File: src/rtl/div_pkg.sv
// Shared definitions for the sequential restoring divider.
package div_pkg;

  typedef enum logic [1:0] {
    DIV_IDLE = 2'd0,
    DIV_CALC = 2'd1,
    DIV_FIX  = 2'd2
  } div_state_t;

  localparam int DIV_ITER = 32;
  localparam logic [31:0] DIV_ZERO_QUOT = 32'hFFFF_FFFF;

endpackage

File: src/rtl/divider_sign_adj.sv
// Conditional two's-complement negator, used for operand magnitudes and result signs.
module divider_sign_adj #(
  parameter int WIDTH = 32
) (
  input  logic [WIDTH-1:0] value,
  input  logic             negate,
  output logic [WIDTH-1:0] result
);

  assign result = negate ? (~value + 1'b1) : value;

endmodule

File: src/rtl/divider.sv
// Radix-2 restoring divider: quotient on lo_out, remainder on hi_out, 34-edge latency.
// Handshake: ena_sig is a start request sampled only in IDLE; busy_out is high while
// an operation runs; done_out pulses for one cycle when hi_out/lo_out/div_zero_out update.
module divider
  import div_pkg::*;
#(
  parameter int WIDTH = 32
) (
  input  logic             clk_sig,
  input  logic             rst_sig,
  input  logic             ena_sig,
  input  logic             sign_flag,
  input  logic [WIDTH-1:0] op_a,
  input  logic [WIDTH-1:0] op_b,
  output logic [WIDTH-1:0] hi_out,
  output logic [WIDTH-1:0] lo_out,
  output logic             busy_out,
  output logic             done_out,
  output logic             div_zero_out
);

  localparam int CNT_W = $clog2(DIV_ITER);
  localparam logic [CNT_W-1:0] CNT_LAST = CNT_W'(DIV_ITER - 1);

  div_state_t       state, state_next;
  logic [CNT_W-1:0] cnt;
  logic [WIDTH-1:0] quo;
  logic [WIDTH-1:0] rem;
  logic [WIDTH-1:0] div_mag;
  logic [WIDTH-1:0] orig_a;
  logic             neg_q, neg_r, zero_b;

  logic [WIDTH-1:0] mag_a, mag_b, quo_fix, rem_fix;
  logic [WIDTH:0]   shifted, trial;

  divider_sign_adj #(.WIDTH(WIDTH)) u_mag_a (
    .value(op_a), .negate(sign_flag & op_a[WIDTH-1]), .result(mag_a)
  );
  divider_sign_adj #(.WIDTH(WIDTH)) u_mag_b (
    .value(op_b), .negate(sign_flag & op_b[WIDTH-1]), .result(mag_b)
  );
  divider_sign_adj #(.WIDTH(WIDTH)) u_fix_q (
    .value(quo), .negate(neg_q), .result(quo_fix)
  );
  divider_sign_adj #(.WIDTH(WIDTH)) u_fix_r (
    .value(rem), .negate(neg_r), .result(rem_fix)
  );

  // The remainder stays below the divisor, so the shifted value fits in WIDTH+1 bits
  // and the trial difference's top bit is its sign.
  assign shifted = {rem, quo[WIDTH-1]};
  assign trial   = shifted - {1'b0, div_mag};

  assign busy_out = (state != DIV_IDLE);

  always_ff @(posedge clk_sig) begin
    if (rst_sig) state <= DIV_IDLE;
    else         state <= state_next;
  end

  always_comb begin
    state_next = state;
    case (state)
      DIV_IDLE: if (ena_sig) state_next = DIV_CALC;
      DIV_CALC: if (cnt == CNT_LAST) state_next = DIV_FIX;
      DIV_FIX:  state_next = DIV_IDLE;
      default:  state_next = DIV_IDLE;
    endcase
  end

  always_ff @(posedge clk_sig) begin
    if (rst_sig) begin
      cnt          <= '0;
      quo          <= '0;
      rem          <= '0;
      div_mag      <= '0;
      orig_a       <= '0;
      neg_q        <= 1'b0;
      neg_r        <= 1'b0;
      zero_b       <= 1'b0;
      hi_out       <= '0;
      lo_out       <= '0;
      done_out     <= 1'b0;
      div_zero_out <= 1'b0;
    end else begin
      done_out <= 1'b0;
      case (state)
        DIV_IDLE: begin
          if (ena_sig) begin
            quo     <= mag_a;
            div_mag <= mag_b;
            orig_a  <= op_a;
            neg_q   <= sign_flag & (op_a[WIDTH-1] ^ op_b[WIDTH-1]);
            neg_r   <= sign_flag & op_a[WIDTH-1];
            zero_b  <= (op_b == '0);
            rem     <= '0;
            cnt     <= '0;
          end
        end
        DIV_CALC: begin
          // quo doubles as the dividend shift register; quotient bits enter at the bottom.
          if (!trial[WIDTH]) begin
            rem <= trial[WIDTH-1:0];
            quo <= {quo[WIDTH-2:0], 1'b1};
          end else begin
            rem <= shifted[WIDTH-1:0];
            quo <= {quo[WIDTH-2:0], 1'b0};
          end
          cnt <= cnt + 1'b1;
        end
        DIV_FIX: begin
          if (zero_b) begin
            lo_out <= DIV_ZERO_QUOT;
            hi_out <= orig_a;
          end else begin
            lo_out <= quo_fix;
            hi_out <= rem_fix;
          end
          div_zero_out <= zero_b;
          done_out     <= 1'b1;
        end
        default: ;
      endcase
    end
  end

endmodule

File: config.mk
export PLATFORM = sky130hd
export DESIGN_NAME = divider
export DESIGN_NICKNAME = d
export VERILOG_FILES = /design/src/rtl/div_pkg.sv /design/src/rtl/divider_sign_adj.sv /design/src/rtl/divider.sv
export SDC_FILE = /design/constraint.sdc
export NUM_CORES = 1
export LEC_CHECK = 0
export CORE_ASPECT_RATIO = 0.5
export CORE_MARGIN = 2
export CORE_UTILIZATION = 60
export CTS_CLUSTER_DIAMETER = 50
export CTS_CLUSTER_SIZE = 16
export DETAILED_ROUTE_END_ITERATION = 16
export PLACE_DENSITY = 0.84
export SLEW_MARGIN = 20
export SYNTH_ARGS = -nofsm -noshare
export SYNTH_HDL_FRONTEND = slang
export SYNTH_SLANG_ARGS = --single-unit
File: constraint.sdc
create_clock -name clk_sig -period 7.4 [get_ports clk_sig]
set_input_delay 1.48 -clock clk_sig [delete_from_list [all_inputs] [get_ports clk_sig]]
set_output_delay 1.48 -clock clk_sig [all_outputs]
set_load 0.005 [all_outputs]
==> flow_metrics.tcl, run 1 <==
set metrics [dict create \
    status "finished clean" \
    worstPathMaxFanout 5 \
    clkLatencyLatePin_ns 0.49 \
    place.port_buffers 134 \
    crit_path_start "op_b[0]" \
    fmaxAchievable_mhz 241 \
    fin_total_pwr_w 0.00329 \
    timing.setup.tns_ns 0 \
    synth_common_cells "248 x sky130_fd_sc_hd__nand2_1, 204 x sky130_fd_sc_hd__dfxtp_1, 162 x sky130_fd_sc_hd__a21oi_1" \
    grt_first_pass_wirelength_um 55000 \
    utilization_pct 71.1 \
    io-pin-count 135 \
    synth_area_per_cell_um2 7.60 \
    num_antenna_cells 0 \
    setup_viol 0 \
    drtPass1Iterations 5 \
    numClockSinks 204 \
    critPathLaunchType "input port" \
    antenna_left 0 \
    end_point_of_the_critical_path "div_mag[30]$_SDFFE_PP0P_" \
    avgRoutedWirePerCell_um 17.9 \
    post_cts_hold_buffer_count 0 \
    antenna_violations_before_repair 0 \
    nFillCells 1622 \
    grt_max_degree 105 \
    timing_hold_violations_final 0 \
    dr.first_iter.drc_count 985 \
    layout-drive-gt1-share_pct 3.83 \
    place_congestion 0.916 \
    synthArstFlopShare_pct 0 \
    floorplan.die_area_mm2 0.0211 \
    synthCells 1570 \
    final_cell_area_mm2 0.0138 \
    via_count 11671 \
    drv_slew 0 \
    max-vdd-ir-drop_v 0.000184 \
    fin_worst_skew_ns 0.0120 \
    post-synth-top-count-cell "sky130_fd_sc_hd__nand2_1" \
    cts_root_buffer "sky130_fd_sc_hd__clkbuf_16" \
    die_w_um 203 \
    synth.ff_latch_count 204 \
    synth_area_leader_cell "sky130_fd_sc_hd__dfxtp_1" \
    synthesis.nets 1677 \
    grt_remaining_overflow 0 \
    ys_warn_count 0 \
    die_y_um 104 \
    max_cap_viols 0 \
    track_usage_pct 31.5 \
    synth_area_leaders "sky130_fd_sc_hd__dfxtp_1 34%, sky130_fd_sc_hd__nand2_1 7.8%, sky130_fd_sc_hd__a21oi_1 6.8%" \
    placement_rows 36 \
    worst-setup-path-type "input port to flip-flop" \
    clk_pin_slew_ns 0.07 \
    postRouteWirelength_um 34200 \
    worstRegToRegCells 12 \
    critPathCaptureType "flip-flop" \
    final.setup.worst_slack_ns 3.25 \
    cts_repair_resize_count 0 \
    critical_path_arrival_ns 4.47 \
    synth_top_area_share_pct 34.2 \
    core_region_area_mm2 0.0195 \
    minimum_clock_period_ns 4.15 \
    post-place-ws_ns 2.78 \
    layout_worst_path_cycle_share_pct 56.0 \
    htree_num_levels 1 \
    regToRegSetupSlack_ns 3.27 \
    cts_post_setup_buffers_inserted 0 \
    area_delta_synth_final_pct 15.9 \
    dpl-instance-area_mm2 0.0134 \
    post_detailed_route_via_to_cell_ratio 6.11 \
    post_synth_num_cell_types 65 \
    cts_tree "built" \
    setup_repair_after_global_routing_missed_its_margin "no" \
    start_util_pct 61.3 \
    critPathRequiredTime_ns 7.73 \
    place_hpwl_um 25300 \
    grt_pass1_vias 10691 \
    slew_headroom_pct 27.1 \
    worst_hold_path_type "flip-flop to flip-flop" \
    seq_area_frac_synth_pct 34.2 \
    layout.nets 1746 \
    number_of_buffers_created_by_cts 17 \
    timing.rr.end "rem[10]$_SDFFE_PP0P_" \
    synth_enable_flop_cells 0 \
    leading_register_cell_type_out_of_synthesis "sky130_fd_sc_hd__dfxtp_1" \
    cts_buffer_depth 3 \
    leakage_power_nw 5.06 \
    synth.cell_area_mm2 0.0119 \
    crit-reg2reg-launch "quo[31]$_SDFFE_PP0P_" \
    drc 0 \
    power_density_mw_per_mm2 238 \
    tightest_slew_ns 1.09 \
]
## routing by layer
layer	up-vias	routed length [um]	track usage (%)
met5	-	0	0
met4	0	680	6.83
met3	46	2130	3.21
met2	407	15900	53.1
met1	5549	15500	43.8
li1	5669	-	-
## through the flow
step | instances | hold WS, ns
6_report | 1909 | 0.456
5_1_grt | 1909 | 0.473
4_1_cts | 1909 | 0.456
3_5_place_dp | 1886 | 0.446
3_3_place_gp | 1886 | 0.443
2_1_floorplan | 1570 | 0.432
## worst min-delay path by stage
stage | start | endpoint | cells past startpoint
6_report | hi_out[14]$_SDFFE_PP0P_ | hi_out[14]$_SDFFE_PP0P_ | 2
5_1_grt | hi_out[14]$_SDFFE_PP0P_ | hi_out[14]$_SDFFE_PP0P_ | 2
4_1_cts | hi_out[14]$_SDFFE_PP0P_ | hi_out[14]$_SDFFE_PP0P_ | 2
3_5_place_dp | hi_out[14]$_SDFFE_PP0P_ | hi_out[14]$_SDFFE_PP0P_ | 2
3_3_place_gp | hi_out[14]$_SDFFE_PP0P_ | hi_out[14]$_SDFFE_PP0P_ | 2
2_1_floorplan | div_mag[31]$_SDFFE_PP0P_ | div_mag[31]$_SDFFE_PP0P_ | 2
## layout by cell type, fill, tap and decap left out, types with 5 or more instances in the layout
master | synthesis | layout
sky130_fd_sc_hd__a211oi_1 | 51 | 51
sky130_fd_sc_hd__a21o_1 | 16 | 16
sky130_fd_sc_hd__a21oi_1 | 162 | 162
sky130_fd_sc_hd__a22o_1 | 17 | 17
sky130_fd_sc_hd__a22oi_1 | 29 | 29
sky130_fd_sc_hd__a311oi_1 | 7 | 7
sky130_fd_sc_hd__a31oi_1 | 8 | 8
sky130_fd_sc_hd__and2_1 | 6 | 5
sky130_fd_sc_hd__buf_4 | 0 | 12
sky130_fd_sc_hd__clkbuf_16 | 0 | 17
sky130_fd_sc_hd__clkdlybuf4s50_1 | 0 | 133
sky130_fd_sc_hd__dfxtp_1 | 204 | 203
sky130_fd_sc_hd__ha_1 | 38 | 38
sky130_fd_sc_hd__inv_1 | 51 | 51
sky130_fd_sc_hd__nand2_1 | 248 | 248
sky130_fd_sc_hd__nand2b_1 | 10 | 10
sky130_fd_sc_hd__nand3_1 | 18 | 18
sky130_fd_sc_hd__nand3b_1 | 6 | 6
sky130_fd_sc_hd__nand4_1 | 5 | 5
sky130_fd_sc_hd__nor2_1 | 151 | 149
sky130_fd_sc_hd__nor3_1 | 22 | 21
sky130_fd_sc_hd__nor4_1 | 14 | 14
sky130_fd_sc_hd__o211ai_1 | 22 | 22
sky130_fd_sc_hd__o21a_1 | 5 | 5
sky130_fd_sc_hd__o21ai_0 | 112 | 112
sky130_fd_sc_hd__o21bai_1 | 6 | 6
sky130_fd_sc_hd__o22ai_1 | 8 | 8
sky130_fd_sc_hd__o31ai_1 | 23 | 23
sky130_fd_sc_hd__o41ai_1 | 11 | 11
sky130_fd_sc_hd__or3_1 | 18 | 18
sky130_fd_sc_hd__or4_1 | 10 | 10
sky130_fd_sc_hd__xnor2_1 | 72 | 71
sky130_fd_sc_hd__xor2_1 | 68 | 68
## flip-flops by register name (all words and copies together), names as in the netlist
name and count:
div_mag 32, hi_out 32, lo_out 32, orig_a 32, quo 32, rem 32, cnt 5, state 2
div_zero_out 1, done_out 1, neg_q 1, neg_r 1, zero_b 1
## power by group
part           leakage (nW)  internal (W)  switching (W)
combinational          3.16      0.000472       0.000699
clock                 0.234      0.000429       0.000417
sequential             1.66       0.00116       0.000105
## logic make-up after synthesis
kind of cell | Yosys count | share of synthesized area [%]
buffers and inverters | 147 | 4.65
AOI/OAI and AO/OA | 499 | 26.2
xor gates and xnor gates | 140 | 10.3
DFF | 204 | 34.2
adders and majority gates | 39 | 4.15
and+or+nand+nor | 536 | 20.0
muxes | 5 | 0.430
## cell type report
cell class	instances	area (um^2)	area share [%]
Clock inverter	5	35.0	0.253
Sequential cell	204	4090	29.5
Multi-Input combinational cell	1219	7320	52.9
Tap cell	266	333	2.41
Timing Repair Buffer	145	1420	10.3
Clock buffer	18	439	3.18
Inverter	52	195	1.41
## critical path, stage by stage
cell and delay, ns:
sky130_fd_sc_hd__clkdlybuf4s50_1 0.47, sky130_fd_sc_hd__inv_1 0.09, sky130_fd_sc_hd__ha_1 0.17, sky130_fd_sc_hd__nor3b_1 0.51, sky130_fd_sc_hd__nand3b_1 0.26, sky130_fd_sc_hd__nor4_1 0.58
sky130_fd_sc_hd__nand3_1 0.25, sky130_fd_sc_hd__nor2_1 0.23, sky130_fd_sc_hd__a21oi_1 0.12, sky130_fd_sc_hd__xor2_1 0.18, sky130_fd_sc_hd__nand2_1 0.07, sky130_fd_sc_hd__a21oi_1 0.07
Power figures use the tool's default switching activity.
==> run 2, diff against run 1 <==
--- a/config.mk
+++ b/config.mk
@@ -7,11 +7,11 @@
 export LEC_CHECK = 0
 export CORE_ASPECT_RATIO = 0.5
 export CORE_MARGIN = 2
-export CORE_UTILIZATION = 60
+export CORE_UTILIZATION = 52
 export CTS_CLUSTER_DIAMETER = 50
 export CTS_CLUSTER_SIZE = 16
 export DETAILED_ROUTE_END_ITERATION = 16
-export PLACE_DENSITY = 0.84
+export PLACE_DENSITY = 0.78
 export SLEW_MARGIN = 20
 export SYNTH_ARGS = -nofsm -noshare
 export SYNTH_HDL_FRONTEND = slang
==> constraint.sdc (replaced) <==
create_clock -name clk_sig -period 3.7 [get_ports clk_sig]
set_input_delay 0.74 -clock clk_sig [delete_from_list [all_inputs] [get_ports clk_sig]]
set_output_delay 0.74 -clock clk_sig [all_outputs]
set_load 0.005 [all_outputs]
==> flow_metrics.tcl, run 2 (synthesis gave the netlist of run 1 again) <==
set metrics [dict create \
    status "finished clean" \
    worst-setup-path-type "flip-flop to flip-flop" \
    drtPass1Iterations 6 \
    timing.critical_path.slowest_stage_cell "sky130_fd_sc_hd__a2111oi_1" \
    crit-reg2reg-launch "quo[31]$_SDFFE_PP0P_" \
    place.port_buffers 134 \
    cts_root_buffer "sky130_fd_sc_hd__clkbuf_16" \
    place_congestion 0.899 \
    cts_repair_resize_count 0 \
    number_of_buffers_created_by_cts 17 \
    grt_pass1_vias 11140 \
    htree_num_levels 1 \
    critPathLaunchType "flip-flop" \
    place_hpwl_um 26300 \
    post_cts_hold_buffer_count 0 \
    worstHoldEndpoint "orig_a[7]$_SDFFE_PP0P_" \
    power_density_mw_per_mm2 469 \
    final_cell_area_mm2 0.0143 \
    layout.nets 1802 \
    die_w_um 218 \
    post_detailed_route_via_to_cell_ratio 5.90 \
    hold-path-cell-count 2 \
    leakage_power_nw 5.35 \
    cts_post_setup_buffers_inserted 0 \
    drv_slew 0 \
    layout_common_cells "248 x sky130_fd_sc_hd__nand2_1, 203 x sky130_fd_sc_hd__dfxtp_1, 161 x sky130_fd_sc_hd__a21oi_1, 150 x sky130_fd_sc_hd__nor2_1, 133 x sky130_fd_sc_hd__clkdlybuf4s50_1" \
    fmaxAchievable_mhz 286 \
    grt_first_pass_wirelength_um 57200 \
    critical_path_arrival_ns 3.84 \
    worst_hold_path_type "flip-flop to flip-flop" \
    grt_max_degree 114 \
    start_util_pct 52.7 \
    die_y_um 111 \
    avgRoutedWirePerCell_um 17.5 \
    postRouteWirelength_um 35000 \
    placement_rows 39 \
    setup_repair_after_global_routing_missed_its_margin "no" \
    dpl-instance-area_mm2 0.0138 \
    area_delta_synth_final_pct 20.2 \
    worstPathMaxFanout 17 \
    clk_pin_slew_ns 0.07 \
    utilization_pct 63.3 \
    max_cap_viols 0 \
    dr.first_iter.drc_count 1155 \
    worstHoldStart "orig_a[7]$_SDFFE_PP0P_" \
    clkLatencyLatePin_ns 0.49 \
    cts_buffer_depth 3 \
    critPathBufInv 4 \
    critPathRequiredTime_ns 4.03 \
    most_common_cell_after_layout_fill_and_taps_aside "sky130_fd_sc_hd__nand2_1" \
    floorplan.die_area_mm2 0.0242 \
    slew_headroom_pct 36.4 \
    worstRegToRegCells 15 \
    fin_worst_skew_ns 0.0165 \
    layout-drive-gt1-share_pct 6.89 \
    cp_top_family "compound AO/OA/AOI/OAI gates" \
    max-vdd-ir-drop_v 0.000273 \
    timing_hold_violations_final 0 \
    timing.critical_path.mode_cell "sky130_fd_sc_hd__buf_4" \
    via_count 11822 \
    antenna_left 0 \
    tightest_slew_ns 0.954 \
    track_usage_pct 28.9 \
    critical-path-max-stage-delay_ns 0.42 \
    critPathCaptureType "flip-flop" \
    numClockSinks 204 \
    drc 0 \
    regToRegSetupSlack_ns 0.20 \
    setup_viol 0 \
    layout_worst_path_cycle_share_pct 94.6 \
    minimum_clock_period_ns 3.50 \
    num_antenna_cells 0 \
    io-pin-count 135 \
    grt_remaining_overflow 0 \
    antenna_violations_before_repair 0 \
    path_cells "inv_1 > ha_1 > fa_1 > nand2b_1 > a21oi_2 > buf_4 > o211ai_1 > a2111oi_1 > buf_4 > o32a_1 > xnor2_4 > buf_6 > nor2_1 > a21oi_1 > o21ai_0" \
    timing.rr.end "rem[16]$_SDFFE_PP0P_" \
    core_region_area_mm2 0.0226 \
    cts_tree "built" \
]
run 2: through the flow:
stage	total power, W	instances	setup slack [ns]	hold slack (ns)	TNS [ns]
floorplan	0.00426	1570	0.510	0.432	0
global placement	0.00494	1983	0.0108	0.444	0
detailed placement	0.00501	1983	-0.0366	0.448	-0.0366
CTS	0.00667	2005	0.160	0.458	0
global route	0.00713	2005	0.0577	0.481	0
finish	0.00673	2005	0.198	0.456	0
run 2: tightest hold or removal path: cells and delay by family (launching register included):
kind / cells / cell delay (ns)
AND/OR/NAND/NOR: 1 / 0.05
flip-flops: 1 / 0.31
AO/OA/AOI/OAI: 1 / 0.05
run 2: worst max-delay path by stage:
| stage | from | endpoint | cells past startpoint |
|---|---|---|---|
| 6_report | quo[31]$_SDFFE_PP0P_ | rem[16]$_SDFFE_PP0P_ | 15 |
| 5_1_grt | quo[31]$_SDFFE_PP0P_ | rem[16]$_SDFFE_PP0P_ | 15 |
| 4_1_cts | quo[31]$_SDFFE_PP0P_ | rem[16]$_SDFFE_PP0P_ | 15 |
| 3_5_place_dp | op_b[12] | div_mag[29]$_SDFFE_PP0P_ | 10 |
| 3_3_place_gp | op_b[12] | div_mag[29]$_SDFFE_PP0P_ | 10 |
| 2_1_floorplan | op_b[12] | div_mag[29]$_SDFFE_PP0P_ | 9 |
run 2: where the power goes:
group          internal (W)  switching (W)  total [W]
clock              0.000841       0.000830    0.00167
combinational       0.00108        0.00151    0.00259
sequential          0.00233       0.000138    0.00247
run 2: layer usage:
metal,wire [um],global-route usage (%)
met1,15600,39.2
met2,16300,47.5
met3,2140,3.65
met4,1040,9.48
met5,0,1.04
run 2: layout make-up:
class	count	area [um^2]
multi-input combinational	1219	7330
inverter	52	195
sequential	204	4090
clock buffer	18	429
tap	307	384
fill	1944	8300
clock inverter	4	37.5
timing repair buffer	201	1870
==> RTL edit (flow settings as in run 1) <==
Encoding of `div_state_t`: now one-hot (3 bits for 3 states).
--- a/src/rtl/div_pkg.sv
+++ b/src/rtl/div_pkg.sv
@@ -1,10 +1,10 @@
 // Shared definitions for the sequential restoring divider.
 package div_pkg;
 
-  typedef enum logic [1:0] {
-    DIV_IDLE = 2'd0,
-    DIV_CALC = 2'd1,
-    DIV_FIX  = 2'd2
+  typedef enum logic [2:0] {
+    DIV_IDLE = 3'b001,
+    DIV_CALC = 3'b010,
+    DIV_FIX  = 3'b100
   } div_state_t;
 
   localparam int DIV_ITER = 32;
Function: no difference found for any inputs over 10 cycles, from zero or initial values and one cycle with rst_sig high; not proved beyond that.
==> RTL edit against run 1 <==
Non-clock buffer count is the same. Sequential share of layout area is 0.65 points lower. Synthesized area increased by 3.6%. Sequential cell count grew 1. Clock skew increased by 0.010 ns. Synthesized cell count grew 1.3%. Via count grew 0.78%. Worst setup slack improved by 0.39 ns. Wire length hardly changed. Register-to-register slack improved by 0.78 ns. Final area rose by 2.7%. Critical endpoint is now div_mag[26].
Power is not compared: it rests on default switching activity, and its combinational part moved more than twofold at a synthesized area within 25%.
==> RTL edit: results (changes against run 1) <==
INFO  run_status     run_status=finished, final reports clean
INFO  synthesis      synth_top_cell_area_share=0.332 [-0.0103]
INFO  cells_and_area nNetsFinal=1761 [+0.86%]
INFO  global_routing maximum_number_of_pins_on_one_net_before_global_route_repair=97 [-7.6%]
INFO  cells_and_area bufAreaShareNonClock=0.100 [-0.00272]
INFO  timing         timing.clock.skew=0.0223ns [+0.0103 ns]
INFO  cells_and_area final_util=0.697 [-0.0134]
INFO  placed_design  place.gp.congestion=0.925 [+1.0%]
INFO  cells_and_area clock_area_frac=0.0333 [-0.000994]
INFO  global_routing first_global_vias=10998 [+2.9%]
INFO  critical_path  rrSetupSlack=4.05ns [+0.78 ns]
INFO  cells_and_area fillers=1702 [+4.9%]
INFO  global_routing wire_length_of_the_first_global_routing_pass=55400µm [+0.80%]
INFO  placed_design  post_detailed_placement_half_perimeter_wirelength=25300µm [about the same]
INFO  cells_and_area multiInputGateArea=0.00766mm² [+4.6%]
INFO  drt            drt_iter0_drc=927 [-5.9%]
INFO  cells_and_area clock_buffer_count=20 [+2]
INFO  cells_and_area layout-area-overhead-vs-synth=14.9%
INFO  timing         finalHoldWorstSlack=0.459ns [+0.00326 ns]
INFO  cells_and_area final_layout_size_suffix_gt1_frac=0.0483 [+0.00991]
INFO  timing         max_slew.worst_pin.slew=1.05ns [-0.0471 ns]
INFO  critical_path  crit_arrival=4.14ns [-0.33 ns]
INFO  synthesis      synth_top_cells_by_area=dfxtp_1 (33%), nand2_1 (7.9%), a21oi_1 (6.2%), xor2_1 (4.8%), xnor2_1 (4.7%)
INFO  synthesis      ys_seq_area_frac=0.332 [-0.0103]
INFO  timing         layout_setup_ws=3.65ns [+0.394 ns]
INFO  cells_and_area comb.multi_input.count=1230 [+0.90%]
INFO  synthesis      synth.top_cells.by_count=nand2_1 (261), dfxtp_1 (205), a21oi_1 (152)
INFO  synthesis      postSynthRegisterBits=205 [+0.49%]
INFO  critical_path  reg2regPathDepth=9 [-3]
INFO  synthesis      synth_xor_area_frac=0.0950 [-0.00782]
INFO  cells_and_area sh_seq_area=0.289 [-0.00649]
INFO  synthesis      synth_compound_gate_area_share=0.258 [-0.00404]
INFO  synthesis      synthDistinctLibCells=78 [+20%]
INFO  cells_and_area stdcell_count=1931 [+1.2%]
RTL edit: cell count changes after synthesis, sizes merged, moves of 13 or more:
cell | run 1 | this run
nand2 | 248 | 262
nor2 | 151 | 125
o21ai | 114 | 100
mux2i | 4 | 25
a22o | 17 | 4
RTL edit: metal layers:
layer  vias to the layer above  GRT usage  part of all wire
met5                         -          0                 0
met4                         0     0.0821             0.023
met3                        52     0.0377             0.060
met2                       360      0.507              0.46
met1                      5572      0.434              0.46
li1                       5778          -                 -
RTL edit: worst paths after layout:
kind	to	startpoint
worst min register to register	hi_out[21]	hi_out[21]
worst min-delay path	hi_out[21]	hi_out[21]
worst max-delay path	div_mag[26]	op_b[2]
worst max register to register	rem[29]	rem[7]
RTL edit: power by group:
group          internal [mW]  total [mW]  leakage (nW)  switching (mW)
combinational          0.180       0.447          3.37           0.267
clock                  0.431       0.840         0.233           0.408
sequential              1.15        1.19          1.67          0.0459
total                   1.76        2.48          5.27           0.721
